--- src/rtl/ctrl_decode.sv ---
// Registered decoder for the addu/subu/jr/ori/lw/sw/beq/lui/j/jal subset.
// Produces one-hot instruction flags plus datapath controls aligned with ID/EX.
module ctrl_decode (
    input  logic       clk,
    input  logic       reset,
    input  logic       en,
    input  logic       flush,
    input  logic [5:0] Op,
    input  logic [5:0] Func,
    output logic       R,
    output logic       addu,
    output logic       subu,
    output logic       jr,
    output logic       ori,
    output logic       lw,
    output logic       sw,
    output logic       beq,
    output logic       lui,
    output logic       j,
    output logic       jal,
    output logic       undef,
    output logic [3:0] ALUOp,
    output logic [1:0] ALUSrc,
    output logic       RegWrite,
    output logic [1:0] WRSel,
    output logic [1:0] WDSel,
    output logic       MemWrite,
    output logic [1:0] NPCOp
);

    localparam logic [5:0] OP_RTYPE = 6'b000000;
    localparam logic [5:0] OP_ORI   = 6'b001101;
    localparam logic [5:0] OP_LW    = 6'b100011;
    localparam logic [5:0] OP_SW    = 6'b101011;
    localparam logic [5:0] OP_BEQ   = 6'b000100;
    localparam logic [5:0] OP_LUI   = 6'b001111;
    localparam logic [5:0] OP_J     = 6'b000010;
    localparam logic [5:0] OP_JAL   = 6'b000011;

    localparam logic [5:0] FN_ADDU  = 6'b100001;
    localparam logic [5:0] FN_SUBU  = 6'b100011;
    localparam logic [5:0] FN_JR    = 6'b001000;

    typedef struct packed {
        logic       r;
        logic       addu;
        logic       subu;
        logic       jr;
        logic       ori;
        logic       lw;
        logic       sw;
        logic       beq;
        logic       lui;
        logic       j;
        logic       jal;
        logic       undef;
        logic [3:0] alu_op;
        logic [1:0] alu_src;
        logic       reg_write;
        logic [1:0] wr_sel;
        logic [1:0] wd_sel;
        logic       mem_write;
        logic [1:0] npc_op;
    } ctrl_t;

    ctrl_t dec;
    ctrl_t ctrl_d;
    ctrl_t ctrl_q;

    always_comb begin
        dec   = '0;
        dec.r = (Op == OP_RTYPE);

        case (Op)
            OP_RTYPE: begin
                case (Func)
                    FN_ADDU: dec.addu  = 1'b1;
                    FN_SUBU: dec.subu  = 1'b1;
                    FN_JR:   dec.jr    = 1'b1;
                    default: dec.undef = 1'b1;
                endcase
            end
            OP_ORI:  dec.ori   = 1'b1;
            OP_LW:   dec.lw    = 1'b1;
            OP_SW:   dec.sw    = 1'b1;
            OP_BEQ:  dec.beq   = 1'b1;
            OP_LUI:  dec.lui   = 1'b1;
            OP_J:    dec.j     = 1'b1;
            OP_JAL:  dec.jal   = 1'b1;
            default: dec.undef = 1'b1;
        endcase

        // Derived controls come only from the flags, so undef leaves them all 0.
        if (dec.ori)
            dec.alu_op = 4'd1;
        else if (dec.addu || dec.lw || dec.sw)
            dec.alu_op = 4'd2;
        else if (dec.subu)
            dec.alu_op = 4'd3;
        else if (dec.lui)
            dec.alu_op = 4'd4;

        if (dec.ori || dec.lui)
            dec.alu_src = 2'd1;
        else if (dec.lw || dec.sw)
            dec.alu_src = 2'd2;

        dec.reg_write = dec.addu | dec.subu | dec.ori | dec.lw | dec.lui | dec.jal;

        if (dec.addu || dec.subu)
            dec.wr_sel = 2'd1;
        else if (dec.jal)
            dec.wr_sel = 2'd2;

        if (dec.lw)
            dec.wd_sel = 2'd1;
        else if (dec.jal)
            dec.wd_sel = 2'd2;

        dec.mem_write = dec.sw;

        if (dec.beq)
            dec.npc_op = 2'd1;
        else if (dec.j || dec.jal)
            dec.npc_op = 2'd2;
        else if (dec.jr)
            dec.npc_op = 2'd3;
    end

    always_comb begin
        ctrl_d = ctrl_q;
        if (flush)
            ctrl_d = '0;
        else if (en)
            ctrl_d = dec;
    end

    always_ff @(posedge clk) begin
        if (reset)
            ctrl_q <= '0;
        else
            ctrl_q <= ctrl_d;
    end

    assign R        = ctrl_q.r;
    assign addu     = ctrl_q.addu;
    assign subu     = ctrl_q.subu;
    assign jr       = ctrl_q.jr;
    assign ori      = ctrl_q.ori;
    assign lw       = ctrl_q.lw;
    assign sw       = ctrl_q.sw;
    assign beq      = ctrl_q.beq;
    assign lui      = ctrl_q.lui;
    assign j        = ctrl_q.j;
    assign jal      = ctrl_q.jal;
    assign undef    = ctrl_q.undef;
    assign ALUOp    = ctrl_q.alu_op;
    assign ALUSrc   = ctrl_q.alu_src;
    assign RegWrite = ctrl_q.reg_write;
    assign WRSel    = ctrl_q.wr_sel;
    assign WDSel    = ctrl_q.wd_sel;
    assign MemWrite = ctrl_q.mem_write;
    assign NPCOp    = ctrl_q.npc_op;

endmodule

--- config.mk ---
export PLATFORM = sky130hd
export DESIGN_NAME = ctrl_decode
export DESIGN_NICKNAME = d
export VERILOG_FILES = /design/src/rtl/ctrl_decode.sv
export SDC_FILE = /design/constraint.sdc
export NUM_CORES = 1
export LEC_CHECK = 0
export ABC_AREA = 0
export CAP_MARGIN = 0
export CORE_MARGIN = 2
export CORE_UTILIZATION = 44
export CTS_BUF_LIST = sky130_fd_sc_hd__clkbuf_4
export DETAILED_ROUTE_END_ITERATION = 12
export PLACE_DENSITY_LB_ADDON = 0.2
export SETUP_SLACK_MARGIN = 0.15
export SLEW_MARGIN = 10
export SYNTH_ARGS = -nofsm -noshare
export SYNTH_HDL_FRONTEND = slang
export SYNTH_SLANG_ARGS = --single-unit
--- constraint.sdc ---
create_clock -name clk -period 1.68 [get_ports clk]
set_input_delay 0.252 -clock clk [delete_from_list [all_inputs] [get_ports clk]]
set_output_delay 0.252 -clock clk [all_outputs]
set_load 0.01 [all_outputs]
### Yosys cells after proc, flatten, opt, wreduce, memory -nomap -nowiden

Cells that the tools add are included.

* flip-flop bits (word level): 25
* input bits: 16

* equal/unequal tests: 10
* reduce and logical (&&, ||, !) cells: 10
* mux-type cells: 25
* bitwise operators: 5

Operators by type and width (count)
* 6-bit == test, second input constant: 4
* 6-bit by 4-bit == test with 1-bit output, second input constant: 3
* 2-bit 2-to-1 mux: 8
* 3-bit 2-to-1 mux: 5
* 6-bit by 2-bit == test with 1-bit output, second input constant: 2
* 1-bit 2-to-1 mux: 11
* 7-bit OR reduction: 1
* 6-bit by 3-bit == test with 1-bit output, second input constant: 1
* 6-bit zero test: 1
* 1-bit logical OR: 6
* 1-bit bitwise OR: 5
* 3-bit OR reduction: 1
* 1-bit one-hot mux with 2 select lines: 1
* 2-bit OR reduction: 1

### Logic depth before layout (Yosys ltp)

Gate-level depths: netlist of the first run.

* depth in word-level cells: 8
* gate-level depth with buffers: 5
* mapped depth without buffers: 4

### Worst setup path before layout of the first run

Ideal clock, no wire load.

* path kind: input port to flip-flop
* start point: input Op[0]
* end point: register ctrl_q, in the netlist ALUOp[0]
* data required time: 1610 ps
* setup slack: 259 ps
* stages: 5
* arrival: 1351 ps
* cells stage by stage: buf_6 -> or3_4 -> nor4_4 -> nand4b_1 -> a21oi_1

* cells in the longest elaborated chain, start to end: 6
* elaborated cells between the ends (all ways): 13
* those cells by class: eq/ne: 3; mux: 7; reduce/logical: 3

RTL lines
* start, declared: RTL line 8 `input logic [5:0] Op,`
* 6-bit == test or 6-bit zero test (tied branches): RTL line 74 `case (Op)`
* 1-bit 2-to-1 mux or 3-bit 2-to-1 mux (tied branches): RTL line 74
* 1-bit logical OR (2 in series): RTL line 96 `else if (dec.addu || dec.lw || dec.sw)`
* 3-bit 2-to-1 mux: RTL line 96
* 3-bit 2-to-1 mux *: RTL line 94 `if (dec.ori)`
* end signal, assigned: RTL line 142 `ctrl_q <= ctrl_d;`
* end, declared: RTL line 68 `ctrl_t ctrl_q;`

Mark *: on every way between the ends. The rest lies on a longest branch, timed or not.
A chain may end at the register's enable or synchronous reset.

### Worst setup path after layout of the first run

* start point: register ctrl_q, in the netlist jr
* end point: output jr

RTL lines
* end, declared: RTL line 13 `output logic jr,`

No word-level cell between the ends.

==> results of run 1 <==
[cells in the mapped netlist]
| cell type | number | area share, % |
|---|---|---|
| sky130_fd_sc_hd__nor4_4 | 1 | 2.1 |
| sky130_fd_sc_hd__nand2b_1 | 1 | 0.61 |
| sky130_fd_sc_hd__o31a_1 | 1 | 0.85 |
| sky130_fd_sc_hd__nor4_2 | 1 | 1.2 |
| sky130_fd_sc_hd__a221o_1 | 1 | 0.97 |
| sky130_fd_sc_hd__nand4b_1 | 1 | 0.85 |
| sky130_fd_sc_hd__or3_4 | 2 | 2.2 |
| sky130_fd_sc_hd__a21oi_1 | 19 | 9.2 |
| sky130_fd_sc_hd__nand3_1 | 2 | 0.97 |
| sky130_fd_sc_hd__or2_2 | 2 | 1.2 |
| sky130_fd_sc_hd__nand3b_1 | 5 | 3.6 |
| sky130_fd_sc_hd__nand4_1 | 1 | 0.61 |
| sky130_fd_sc_hd__and4bb_2 | 1 | 1.2 |
| sky130_fd_sc_hd__mux2i_1 | 3 | 2.9 |
| sky130_fd_sc_hd__inv_1 | 2 | 0.73 |
| sky130_fd_sc_hd__a32oi_1 | 1 | 0.85 |
| sky130_fd_sc_hd__clkbuf_1 | 4 | 1.5 |
| sky130_fd_sc_hd__or4b_1 | 1 | 0.97 |
| sky130_fd_sc_hd__a31oi_1 | 2 | 1.2 |
| sky130_fd_sc_hd__nor4_1 | 1 | 0.61 |
| sky130_fd_sc_hd__and4b_1 | 1 | 0.97 |
| sky130_fd_sc_hd__nor3_1 | 2 | 0.97 |
| sky130_fd_sc_hd__nor2_1 | 10 | 3.6 |
| sky130_fd_sc_hd__buf_2 | 1 | 0.48 |
| sky130_fd_sc_hd__nand2_1 | 13 | 4.7 |
| sky130_fd_sc_hd__clkinv_1 | 1 | 0.36 |
| sky130_fd_sc_hd__buf_4 | 3 | 2.2 |
| sky130_fd_sc_hd__and3b_1 | 1 | 0.85 |
| sky130_fd_sc_hd__dfxtp_1 | 23 | 45 |
| sky130_fd_sc_hd__o21ai_1 | 1 | 0.48 |
| sky130_fd_sc_hd__conb_1 | 1 | 0.36 |
| sky130_fd_sc_hd__o21ai_0 | 8 | 3.9 |
| sky130_fd_sc_hd__nor2b_1 | 2 | 1.2 |
| sky130_fd_sc_hd__buf_6 | 1 | 1.1 |
[layout by cell type, fill, tap and decap left out, types with 3 or more instances in the layout]
cell type / n
sky130_fd_sc_hd__nor2_1: 10
sky130_fd_sc_hd__clkdlybuf4s50_1: 30
sky130_fd_sc_hd__dfxtp_1: 23
sky130_fd_sc_hd__o21ai_0: 7
sky130_fd_sc_hd__a21oi_1: 19
sky130_fd_sc_hd__mux2i_1: 3
sky130_fd_sc_hd__buf_4: 17
sky130_fd_sc_hd__nand3b_1: 5
sky130_fd_sc_hd__dlymetal6s2s_1: 8
sky130_fd_sc_hd__clkbuf_4: 4
sky130_fd_sc_hd__nand2_1: 13
[flip-flops by register name (all words and copies together) (netlist names), 2 cells and up]
register	cells
ALUOp	3
ALUSrc	2
NPCOp	2
WDSel	2
WRSel	2
[metal layers]
metal,vias up,track usage (%)
li1,526,-
met1,502,26.3
met5,-,0
met3,2,2.57
met2,33,41.0
met4,0,7.69
[worst max path at each step]
stage,endpoint
2_1_floorplan,ALUOp[0]
3_3_place_gp,RegWrite
3_5_place_dp,RegWrite
4_1_cts,RegWrite
5_1_grt,WDSel[0]
6_report,jr
[cells by family after synthesis]
kind of cell,count (synthesis)
buffers and inverters,12
other,1
AND/OR/NAND/NOR,48
AO/OA/AOI/OAI,33
multiplexers,3
flip-flops,23
[where the power goes]
| part | internal (mW) | switching [mW] | total (mW) |
|---|---|---|---|
| Clock | 0.109 | 0.161 | 0.269 |
| Combinational | 0.0795 | 0.0742 | 0.154 |
| Sequential | 0.551 | 0.00280 | 0.554 |
[metrics by stage]
stage	power [mW]	TNS [ns]	util [%]	instance area, µm²	instances
floorplan	0.630	0	-	1030	120
global placement	0.714	-1.21	69.4	1540	195
detailed placement	0.717	-1.77	69.4	1540	195
CTS	0.977	0	71.0	1570	199
global route	1.01	0	72.6	1610	200
finish	0.977	0	72.6	1610	200
[timing repair]
item / 4_1_cts / 5_1_grt
pin swaps: 5 / 10
setup buffers: 0 / 1
resized for setup: 3 / 11
hold endpoints to repair: 0 / 0
setup endpoints to repair: 7 / 8
[layout make-up]
class                   count  area (µm²)
repair buffers             57         546
flip-flops and latches     23         460
multi-input cells          85         523
fillers                   203         607
inverters                   3        11.3
well taps                  28        35.0
clock buffers               4        30.0
==> results.md, run 1 <==
* Number of H-tree branching levels at 1
* Detailed-router iteration count before antenna repair at 4
* Element type at the critical path start: flop
* Initial antenna violation count at 0
* Clock period minus worst slack at around 1.5 ns
* Top-level port count at 42
* Core area at 0.00221 mm²
* Die area at 0.00275 mm²
* Clock insertion delay at the later pin of the skew report at 0.30 ns
* Leakage power at roughly 0.65 nW
* Aggregate routed wire length at 2.80 mm
* Final global-route overflow total at 0
* Reg2Reg Capture Point: NPCOp[0]
* Global-route wire length before repair at about 4.5 mm
* XOR/XNOR Fraction of Synth Area at 0%
* Tcrit/Tclk final at 88.3%
* Die boundary width at 52.5 µm
* Number of CTS-inserted buffers at 3
* Number of input and output port buffers inserted at 40
* Complex-gate fraction of the synthesized area at 17.4%
* Deepest clock path buffer count at 2
* Count of antenna-violating nets left after detailed routing at 0
* Synthesized netlist cell count at 120
* Routed length on met1 at 1.20 mm
* Library cell used as clock root buffer: sky130_fd_sc_hd__clkbuf_4
* Minimum setup slack after placement at -0.264 ns
* Endpoint, Worst Hold: addu
* Overall routing resource usage at between 20% and 30%
* Area growth, synth to finish at 55.3%
* Fraction of the mapped netlist area in adder cells at 0%
* Final clock skew at 0 ns
* Effective utilization at floorplan at 46.7%
* Vias in the first global route at about 1000
* Final weighted congestion in routability-driven placement at between 0.8 and 0.9
* Multiplexer share of the synthesized area at 2.91%
* Diode insertion count for antenna repair at 0
* Pin count of the biggest net entering global routing at 19
* Post-Syn Area per Cell at 8.61 µm²
* Number of cell rows at 17
* CP required at 1.43 ns
* Fmax at 674 MHz
* Routed vias/inst at around 5.3
* Clock-pin transition on the worst setup and hold timing paths at 0.13 ns
* Pwr/cell area at between 600 and 700 mW/mm²
* Setup CP Type: reg2out
* Count of final max-slew check failures at 0
* Top fanout value on the critical path at 2
* VDD IR-drop max at 0.502 mV
* Depth of the critical timing path with buffers and inverters included at 1
* DR top layer: met4
* Critical-path cell list: clkdlybuf4s50_1
* Final HPWL DP at approximately 2.1 mm
* Net count of the finished layout at 189
* Post-route DRC at 0
* Worst Path Buf+Inv at 1
* Final WS setup at ~0.20 ns
* Met2 wirelength from detailed routing at ~1.5 mm
* Quantity of hold-fixing buffers added after cts at 0
* Final hold viol count at 0
* Max capacitance violation total at 0
* Setup violation total in the final timing report at 0
* Hold Worst Slack at around 0.36 ns
* Crit path arrival time at approximately 1.2 ns
* Reg-to-reg setup timing slack at 1.00 ns
* Hold WC Path Type: in2reg
* RSZ-0062 raised after global routing: false
* Number of distinct library cells after synthesis at 34
* Number of violations reported at the end of detailed-routing iteration 0 at 36
* CTS tree: yes
* Crit path max-delay family: buffers and inverters
* Status: finished clean
* Synthesized net count at 136
* Share of the yosys chip area belonging to registers at 44.6%
* Detail Route met3 WL at 128 µm
* Cells on Worst Hold Path at 4
* CP peak stage delay at 0.54 ns
* Routed length per placed instance at 14.0 µm
* Area of the mapped netlist at around 0.0010 mm²
* Die span in y at 52.5 µm
* Share of synthesized cell area in and, or, nand and nor gates at 28.5%
* Total clock sinks at 23
* CP max stage cell: sky130_fd_sc_hd__clkdlybuf4s50_1
* Synth warnings at 0
* Number of flip-flops and latches in the synthesized netlist at 23
* Source of the worst hold timing path: Func[1]
* Cell depth of the worst flop-to-flop path at 2
* Timing startpoint of the critical path: jr
* Reg2reg start: NPCOp[0]
* Critical path capture point type: output pin
* Number of vias in the routed layout at 1063
* Combinational family with the most area after synthesis: simple AND/OR/NAND/NOR gates
* Fraction of final layout cells sized beyond drive strength 1 at 16.9%
(Power assumes the default switching activity.)
==> run 2, diff against run 1 <==
--- a/config.mk
+++ b/config.mk
@@ -6,7 +6,6 @@
 export NUM_CORES = 1
 export LEC_CHECK = 0
 export ABC_AREA = 0
-export CAP_MARGIN = 0
 export CORE_MARGIN = 2
 export CORE_UTILIZATION = 44
 export CTS_BUF_LIST = sky130_fd_sc_hd__clkbuf_4
==> results of run 2 <==
No change in the layout: final DEF, timing and power equal those of run 1.
